[src/rtl/rvfi_retire_pkg.sv]
// Shared types for the RVFI retire buffer: the per-instruction payload carried
// from completion to retirement, and the rd_wdata rule applied at the port.
`ifndef RISCV_FORMAL_XLEN
`define RISCV_FORMAL_XLEN 32
`endif

package rvfi_retire_pkg;

    localparam int XLEN    = `RISCV_FORMAL_XLEN;
    localparam int MASK_W  = XLEN / 8;
    localparam int ENTRY_W = 48 + 9 * XLEN + XLEN / 4;

    // Field order follows the rvfi_* output ports; spare pads the payload to ENTRY_W.
    typedef struct packed {
        logic [31:0]       insn;
        logic              trap;
        logic [4:0]        rs1_addr;
        logic [4:0]        rs2_addr;
        logic [4:0]        rd_addr;
        logic [XLEN-1:0]   rs1_rdata;
        logic [XLEN-1:0]   rs2_rdata;
        logic [XLEN-1:0]   rd_wdata;
        logic [XLEN-1:0]   pc_rdata;
        logic [XLEN-1:0]   pc_wdata;
        logic [XLEN-1:0]   mem_addr;
        logic [XLEN-1:0]   mem_rdata;
        logic [XLEN-1:0]   mem_wdata;
        logic [MASK_W-1:0] mem_rmask;
        logic [MASK_W-1:0] mem_wmask;
        logic [XLEN-1:0]   spare;
    } rvfi_entry_t;

    // x0 is never written, so the reported write data must read as zero.
    function automatic rvfi_entry_t rvfi_sanitize(input rvfi_entry_t e);
        rvfi_entry_t r;
        r          = e;
        r.rd_wdata = (e.rd_addr == 5'd0) ? {XLEN{1'b0}} : e.rd_wdata;
        return r;
    endfunction

endpackage

[src/rtl/rvfi_retire_chk.sv]
// Simulation checks for the retire buffer's completion interface.
module rvfi_retire_chk (
    input logic clk,
    input logic resetn,
    input logic cmp_valid,
    input logic flush,
    input logic cmp_hit
);

    a_cmp_tag_in_flight: assert property (
        @(posedge clk) disable iff (!resetn) (cmp_valid && !flush) |-> cmp_hit
    );

endmodule

[src/rtl/rvfi_retire_ram.sv]
// Payload store indexed by tag: completion writes, the head entry is read
// combinationally so retirement needs no extra cycle.
module rvfi_retire_ram
    import rvfi_retire_pkg::*;
#(
    parameter int DEPTH = 8,
    parameter int TAG_W = $clog2(DEPTH)
) (
    input  logic              clk,
    input  logic              wr_en,
    input  logic [TAG_W-1:0]  wr_addr,
    input  rvfi_entry_t       wr_data,
    input  logic [TAG_W-1:0]  rd_addr,
    output rvfi_entry_t       rd_data
);

    rvfi_entry_t mem_r [DEPTH];

    // Completion write; contents are only trusted once the matching done bit is set.
    always_ff @(posedge clk) begin
        if (wr_en) begin
            mem_r[wr_addr] <= wr_data;
        end
    end

    assign rd_data = mem_r[rd_addr];

endmodule

[src/rtl/rvfi_retire_buffer.sv]
// In-order retire stage: tags are allocated in program order, completed out of
// order, and retired one per cycle onto a single RVFI channel.
module rvfi_retire_buffer
    import rvfi_retire_pkg::*;
#(
    parameter int DEPTH   = 8,
    parameter int TAG_W   = $clog2(DEPTH),
    parameter int ORDER_W = 64
) (
    input  logic               clk,
    input  logic               resetn,
    input  logic               alloc_valid,
    output logic               alloc_ready,
    output logic [TAG_W-1:0]   alloc_tag,
    input  logic               cmp_valid,
    input  logic [TAG_W-1:0]   cmp_tag,
    input  logic [ENTRY_W-1:0] cmp_data,
    input  logic               flush,
    output logic               rvfi_valid,
    output logic [ORDER_W-1:0] rvfi_order,
    output logic [31:0]        rvfi_insn,
    output logic               rvfi_trap,
    output logic [4:0]         rvfi_rs1_addr,
    output logic [4:0]         rvfi_rs2_addr,
    output logic [4:0]         rvfi_rd_addr,
    output logic [XLEN-1:0]    rvfi_rs1_rdata,
    output logic [XLEN-1:0]    rvfi_rs2_rdata,
    output logic [XLEN-1:0]    rvfi_rd_wdata,
    output logic [XLEN-1:0]    rvfi_pc_rdata,
    output logic [XLEN-1:0]    rvfi_pc_wdata,
    output logic [XLEN-1:0]    rvfi_mem_addr,
    output logic [XLEN-1:0]    rvfi_mem_rdata,
    output logic [XLEN-1:0]    rvfi_mem_wdata,
    output logic [MASK_W-1:0]  rvfi_mem_rmask,
    output logic [MASK_W-1:0]  rvfi_mem_wmask
);

    localparam int                 PTR_W     = TAG_W + 1;
    localparam logic [PTR_W-1:0]   PTR_ZERO  = {PTR_W{1'b0}};
    localparam logic [PTR_W-1:0]   PTR_ONE   = {{TAG_W{1'b0}}, 1'b1};
    localparam logic [PTR_W-1:0]   PTR_FULL  = {1'b1, {TAG_W{1'b0}}};
    localparam logic [ORDER_W-1:0] ORDER_ONE = {{(ORDER_W-1){1'b0}}, 1'b1};
    localparam logic [DEPTH-1:0]   BIT0      = {{(DEPTH-1){1'b0}}, 1'b1};
    localparam logic [DEPTH-1:0]   NO_BITS   = {DEPTH{1'b0}};

    logic [PTR_W-1:0]   head_r;
    logic [PTR_W-1:0]   tail_r;
    logic [PTR_W-1:0]   count_s;
    logic [TAG_W-1:0]   head_idx_s;
    logic [TAG_W-1:0]   tail_idx_s;
    logic [TAG_W-1:0]   cmp_rel_s;
    logic [DEPTH-1:0]   done_r;
    logic [DEPTH-1:0]   set_mask_s;
    logic [DEPTH-1:0]   clr_mask_s;
    logic [ORDER_W-1:0] order_cnt_r;
    logic               full_s;
    logic               alloc_fire_s;
    logic               cmp_hit_s;
    logic               cmp_fire_s;
    logic               retire_fire_s;
    rvfi_entry_t        head_entry_s;
    rvfi_entry_t        out_r;
    logic               rvfi_valid_r;
    logic [ORDER_W-1:0] rvfi_order_r;
    logic               unused_spare_s;

    assign head_idx_s = head_r[TAG_W-1:0];
    assign tail_idx_s = tail_r[TAG_W-1:0];
    assign count_s    = tail_r - head_r;
    assign full_s     = (count_s == PTR_FULL);

    // Readiness uses the start-of-cycle count, so a full buffer refuses even while retiring.
    assign alloc_ready  = !full_s && !flush;
    assign alloc_tag    = tail_idx_s;
    assign alloc_fire_s = alloc_valid && alloc_ready;

    // A completion counts only for tags in [head, tail), measured as distance from head.
    assign cmp_rel_s     = cmp_tag - head_idx_s;
    assign cmp_hit_s     = ({1'b0, cmp_rel_s} < count_s);
    assign cmp_fire_s    = cmp_valid && cmp_hit_s && !flush;
    assign retire_fire_s = (count_s != PTR_ZERO) && done_r[head_idx_s] && !flush;

    assign set_mask_s = cmp_fire_s ? (BIT0 << cmp_tag) : NO_BITS;
    assign clr_mask_s = (alloc_fire_s  ? (BIT0 << tail_idx_s) : NO_BITS)
                      | (retire_fire_s ? (BIT0 << head_idx_s) : NO_BITS);

    // Pointer, done-bit and order-counter bookkeeping; clears override sets on the same tag.
    always_ff @(posedge clk) begin
        if (!resetn) begin
            head_r      <= '0;
            tail_r      <= '0;
            done_r      <= '0;
            order_cnt_r <= '0;
        end else if (flush) begin
            tail_r <= head_r;
            done_r <= '0;
        end else begin
            if (alloc_fire_s) begin
                tail_r <= tail_r + PTR_ONE;
            end
            if (retire_fire_s) begin
                head_r      <= head_r + PTR_ONE;
                order_cnt_r <= order_cnt_r + ORDER_ONE;
            end
            done_r <= (done_r | set_mask_s) & ~clr_mask_s;
        end
    end

    rvfi_retire_ram #(
        .DEPTH (DEPTH),
        .TAG_W (TAG_W)
    ) u_ram (
        .clk     (clk),
        .wr_en   (cmp_fire_s),
        .wr_addr (cmp_tag),
        .wr_data (rvfi_entry_t'(cmp_data)),
        .rd_addr (head_idx_s),
        .rd_data (head_entry_s)
    );

    // Registered RVFI port: loads on retire, otherwise only the valid pulse drops.
    always_ff @(posedge clk) begin
        if (!resetn) begin
            rvfi_valid_r <= 1'b0;
            rvfi_order_r <= '0;
            out_r        <= '0;
        end else if (retire_fire_s) begin
            rvfi_valid_r <= 1'b1;
            rvfi_order_r <= order_cnt_r;
            out_r        <= rvfi_sanitize(head_entry_s);
        end else begin
            rvfi_valid_r <= 1'b0;
        end
    end

    assign rvfi_valid     = rvfi_valid_r;
    assign rvfi_order     = rvfi_order_r;
    assign rvfi_insn      = out_r.insn;
    assign rvfi_trap      = out_r.trap;
    assign rvfi_rs1_addr  = out_r.rs1_addr;
    assign rvfi_rs2_addr  = out_r.rs2_addr;
    assign rvfi_rd_addr   = out_r.rd_addr;
    assign rvfi_rs1_rdata = out_r.rs1_rdata;
    assign rvfi_rs2_rdata = out_r.rs2_rdata;
    assign rvfi_rd_wdata  = out_r.rd_wdata;
    assign rvfi_pc_rdata  = out_r.pc_rdata;
    assign rvfi_pc_wdata  = out_r.pc_wdata;
    assign rvfi_mem_addr  = out_r.mem_addr;
    assign rvfi_mem_rdata = out_r.mem_rdata;
    assign rvfi_mem_wdata = out_r.mem_wdata;
    assign rvfi_mem_rmask = out_r.mem_rmask;
    assign rvfi_mem_wmask = out_r.mem_wmask;
    assign unused_spare_s = ^out_r.spare;

    rvfi_retire_chk u_chk (
        .clk       (clk),
        .resetn    (resetn),
        .cmp_valid (cmp_valid),
        .flush     (flush),
        .cmp_hit   (cmp_hit_s)
    );

endmodule

[config.mk]
export PLATFORM = sky130hd
export DESIGN_NAME = rvfi_retire_buffer
export DESIGN_NICKNAME = d
export VERILOG_FILES = /design/src/rtl/rvfi_retire_pkg.sv /design/src/rtl/rvfi_retire_chk.sv /design/src/rtl/rvfi_retire_ram.sv /design/src/rtl/rvfi_retire_buffer.sv
export SDC_FILE = /design/constraint.sdc
export NUM_CORES = 2
export LEC_CHECK = 0
export CAP_MARGIN = 20
export CORE_MARGIN = 2
export CORE_UTILIZATION = 65
export CTS_CLUSTER_DIAMETER = 150
export DETAILED_ROUTE_END_ITERATION = 8
export DONT_BUFFER_PORTS = 1
export PLACE_DENSITY = 0.81
export SLEW_MARGIN = 20
export SYNTH_ARGS = -nofsm -noshare
export SYNTH_HDL_FRONTEND = slang
export SYNTH_SLANG_ARGS = --single-unit
[constraint.sdc]
create_clock -name clk -period 25 [get_ports clk]
set_clock_uncertainty 0.05 [all_clocks]
set_input_delay 3.75 -clock clk [delete_from_list [all_inputs] [get_ports clk]]
set_output_delay 3.75 -clock clk [all_outputs]
set_load 0.01 [all_outputs]
==> out/results.ini <==
[status]
outcome = complete, no violations

[synthesis]
synth.top_cell.area_share = 0.674
synth_top_family_by_area = multiplexers
ys_warn_count = 0
synthesis.nets = 5977
synth.avg_cell_area_sq_um = 19.9
async_reset_ff_frac = 0
synthTopCellsByArea = edfxtp_1 67%, mux4_2 13%, dfxtp_1 8.3%
synth_edf_count = 2496
muxShareOfSynthArea = 0.157
synth_fa_ha_area_frac = 0.00250
synth-compound-area-share = 0.0484
ys_types = 56
yosys_most_used_dff = edfxtp_1
ys_seq_area_frac = 0.757
synthXorXnorAreaFrac = 0.000472
synth.largest_area_cell = edfxtp_1
synth_area_sq_um = 111000
yosys.area_share.simple = 0.0190
yosys_register_bits = 2956
synthCells = 5604

[min_path]
min_from = done_r[3]
hp-class = flop to flop

[cts]
hold_buffers = 0
cts.clk_slew.worst_paths_ps = 60
root_buffer = clkbuf_16
clk-insertion-delay-late_ps = 930
post_cts.repair.setup_buffers = 0
htreeDepth = 5
cts_buffers = 302
cts_resized = 0
cts_sinks = 2956
tritoncts = built
clock_tree.buffer_depth = 4

[timing]
hold_viol = 0
finalCritPeriodShare = 0.348
rsz0062_at_grt = false
period_needed_ps = 8700
final.setup.tns_ps = 0
finalSetupViolations = 0
fmax_ghz = 0.115
final-max-slew-violation-count = 0
worst_pin_slew_ps = 1210
relSlewSlack = 0.190

[setup_path]
cp_top_family = buffers and inverters
worstPathArrival_ps = 9190
slowest_delay_ps = 920
path_common_cell = buf_4
path_buf_inv = 5
crit_path_start = cmp_tag[0]
required_ps = 25480
worst-setup-path-type = primary input to flop
cpMaxStageDelayCell = buf_4
crit_fanout = 88
r2r-start = head_r[0]
start_kind = primary input
critPathCaptureType = flop
cp_cell_sequence = inv_1 -> ha_1 -> fa_1 -> xnor2_1 -> xnor2_1 -> ha_1 -> a21oi_1 -> o2111ai_1 -> inv_8 -> buf_4 -> buf_4 -> buf_4

[placement]
io_buffers = 0
hpwlAfterDp_um = 143000
placed_cell_area_sq_um = 113000
place_congestion = 0.827

[floorplanning]
io_pins = 733
std_cell_rows = 151
start_util = 0.656
core_sq_um = 170000
die_h_um = 418
dieArea_sq_um = 174000
dieWidth_um = 418

[routing]
vias = 57226
drt_wl_total_um = 268000
wire_per_inst_um = 33.3
dr.pass1.iters = 6
drtIter0Drc = 6763
via_per_inst = 7.10
drtAntennaViolNets = 0
drcViolationCount = 0

[layout]
nNetsFinal = 5979
stdcell_area_sq_um = 123000
areaGrowthSynthToFinish_pct = 10.2
layout-drive-gt1-share = 0.200

[power_and_ir_drop]
p_leak_nw = 36.3
max-vdd-ir-drop_mv = 0.0883
powerDensity_nw_per_um2 = 80.0

[flow_run]
drv_cap = 0

[grt]
track_usage = 0.308
overflow = 0
first_global_vias = 58463
antenna_found_initial = 3
grt_max_degree = 119
grt_pass1_wl_um = 392000

metrics by stage:
stage          power [mW]  std cells  worst slack, ps  hold slack, ps  utilization
3_3_place_gp         5.60       7518            15380             393        0.667
5_1_grt              10.0       8054            16040             425        0.723
4_1_cts              9.86       8052            16310             404        0.722
2_1_floorplan        5.58       5604            12810             375            -
6_report             9.81       8056            16300             402        0.723
3_5_place_dp         5.60       7518            15330             392        0.667
sequential cells by signal (all words and copies together) (netlist names), 4 cells and up, named ones only:
register and flops:
u_ram.mem_r 2496, done_r 8, order_cnt_r 64, head_r 4
rvfi_rd_wdata 32, rvfi_rs1_addr 5, rvfi_rs2_addr 5, rvfi_rs2_rdata 32
rvfi_insn 32, rvfi_rs1_rdata 32, rvfi_mem_wmask 4, rvfi_mem_wdata 32
rvfi_mem_rdata 32, rvfi_pc_wdata 32, rvfi_rd_addr 5, rvfi_pc_rdata 32
tail_r 4, rvfi_order 64, rvfi_mem_rmask 4, rvfi_mem_addr 32
logic make-up after synthesis:
logic type,count (synthesis)
flip-flops,2956
multiplexers,959
AO/OA/AOI/OAI,853
buffers and inverters,433
AND/OR/NAND/NOR,376
adder cells (fa/ha/maj),21
XOR/XNOR,6
synthesized netlist by cell type, types with 3 or more instances:
master,number
a211oi_1,285
a21oi_1,379
a221oi_1,3
a32o_1,32
and2_1,3
and3_1,13
and4_1,3
buf_1,25
buf_2,131
buf_4,10
clkbuf_1,228
dfxtp_1,460
edfxtp_1,2496
ha_1,19
inv_1,37
mux2i_1,334
mux4_2,625
nand2_1,69
nand2b_1,31
nand3_1,96
nand4_1,26
nor2_1,21
nor2b_1,3
nor3_1,9
nor4_1,56
nor4_2,3
o2111ai_1,4
o211ai_1,6
o21ai_0,82
o21bai_1,6
o311ai_0,12
o31ai_1,23
o41ai_1,13
or3_1,6
or4_1,23
xnor2_1,5
per-layer routing:
metal / GRT usage / routed length, um / vias to the layer above
met5: 0 / 13 / -
met3: 0.0772 / 25700 / 726
met4: 0.174 / 17000 / 2
met2: 0.494 / 132000 / 3534
met1: 0.388 / 93700 / 29730
li1: - / - / 23234
cell type report:
class / count / area (sq um)
flip-flops and latches: 2956 / 84200
fillers: 9268 / 47000
multi-input cells: 2215 / 25300
clock buffers: 432 / 8620
well taps: 2218 / 2780
repair buffers: 94 / 803
clock inverters: 102 / 759
inverters: 37 / 206
diodes: 2 / 5.00
worst paths after layout:
check                        endpoint  slack (ps)  depth (start not counted)
setup / recovery  u_ram.mem_r[6][103]       16300                         12
hold / removal              done_r[3]         400                          2
setup reg to reg  u_ram.mem_r[6][103]       18390                         12
hold reg to reg             done_r[3]         400                          2
worst min-delay path, stage by stage (launching register included):
cell and delay (ps):
dfxtp_1 310, inv_1 50, a211oi_1 50
cells in the final DEF (no fill, tap or decap), types with 31 or more instances in the layout:
cell       count
a211oi_1     285
a21oi_1      379
a32o_1        32
buf_4         86
clkbuf_1      81
clkbuf_16    311
clkbuf_8      38
clkinv_2      47
dfxtp_1      457
edfxtp_1    2496
mux2i_1      334
mux4_2       625
nand2_1       68
nand2b_1      31
nand3_1       96
nor4_1        56
o21ai_0       82
report_power, final:
| part | leakage (nW) | internal, mW | switching, mW |
|---|---|---|---|
| clock | 4.61 | 2.49 | 1.82 |
| sequential | 26.2 | 5.38 | 0.0114 |
| combinational | 5.48 | 0.0212 | 0.0905 |
Power figures use the tool's default switching activity.
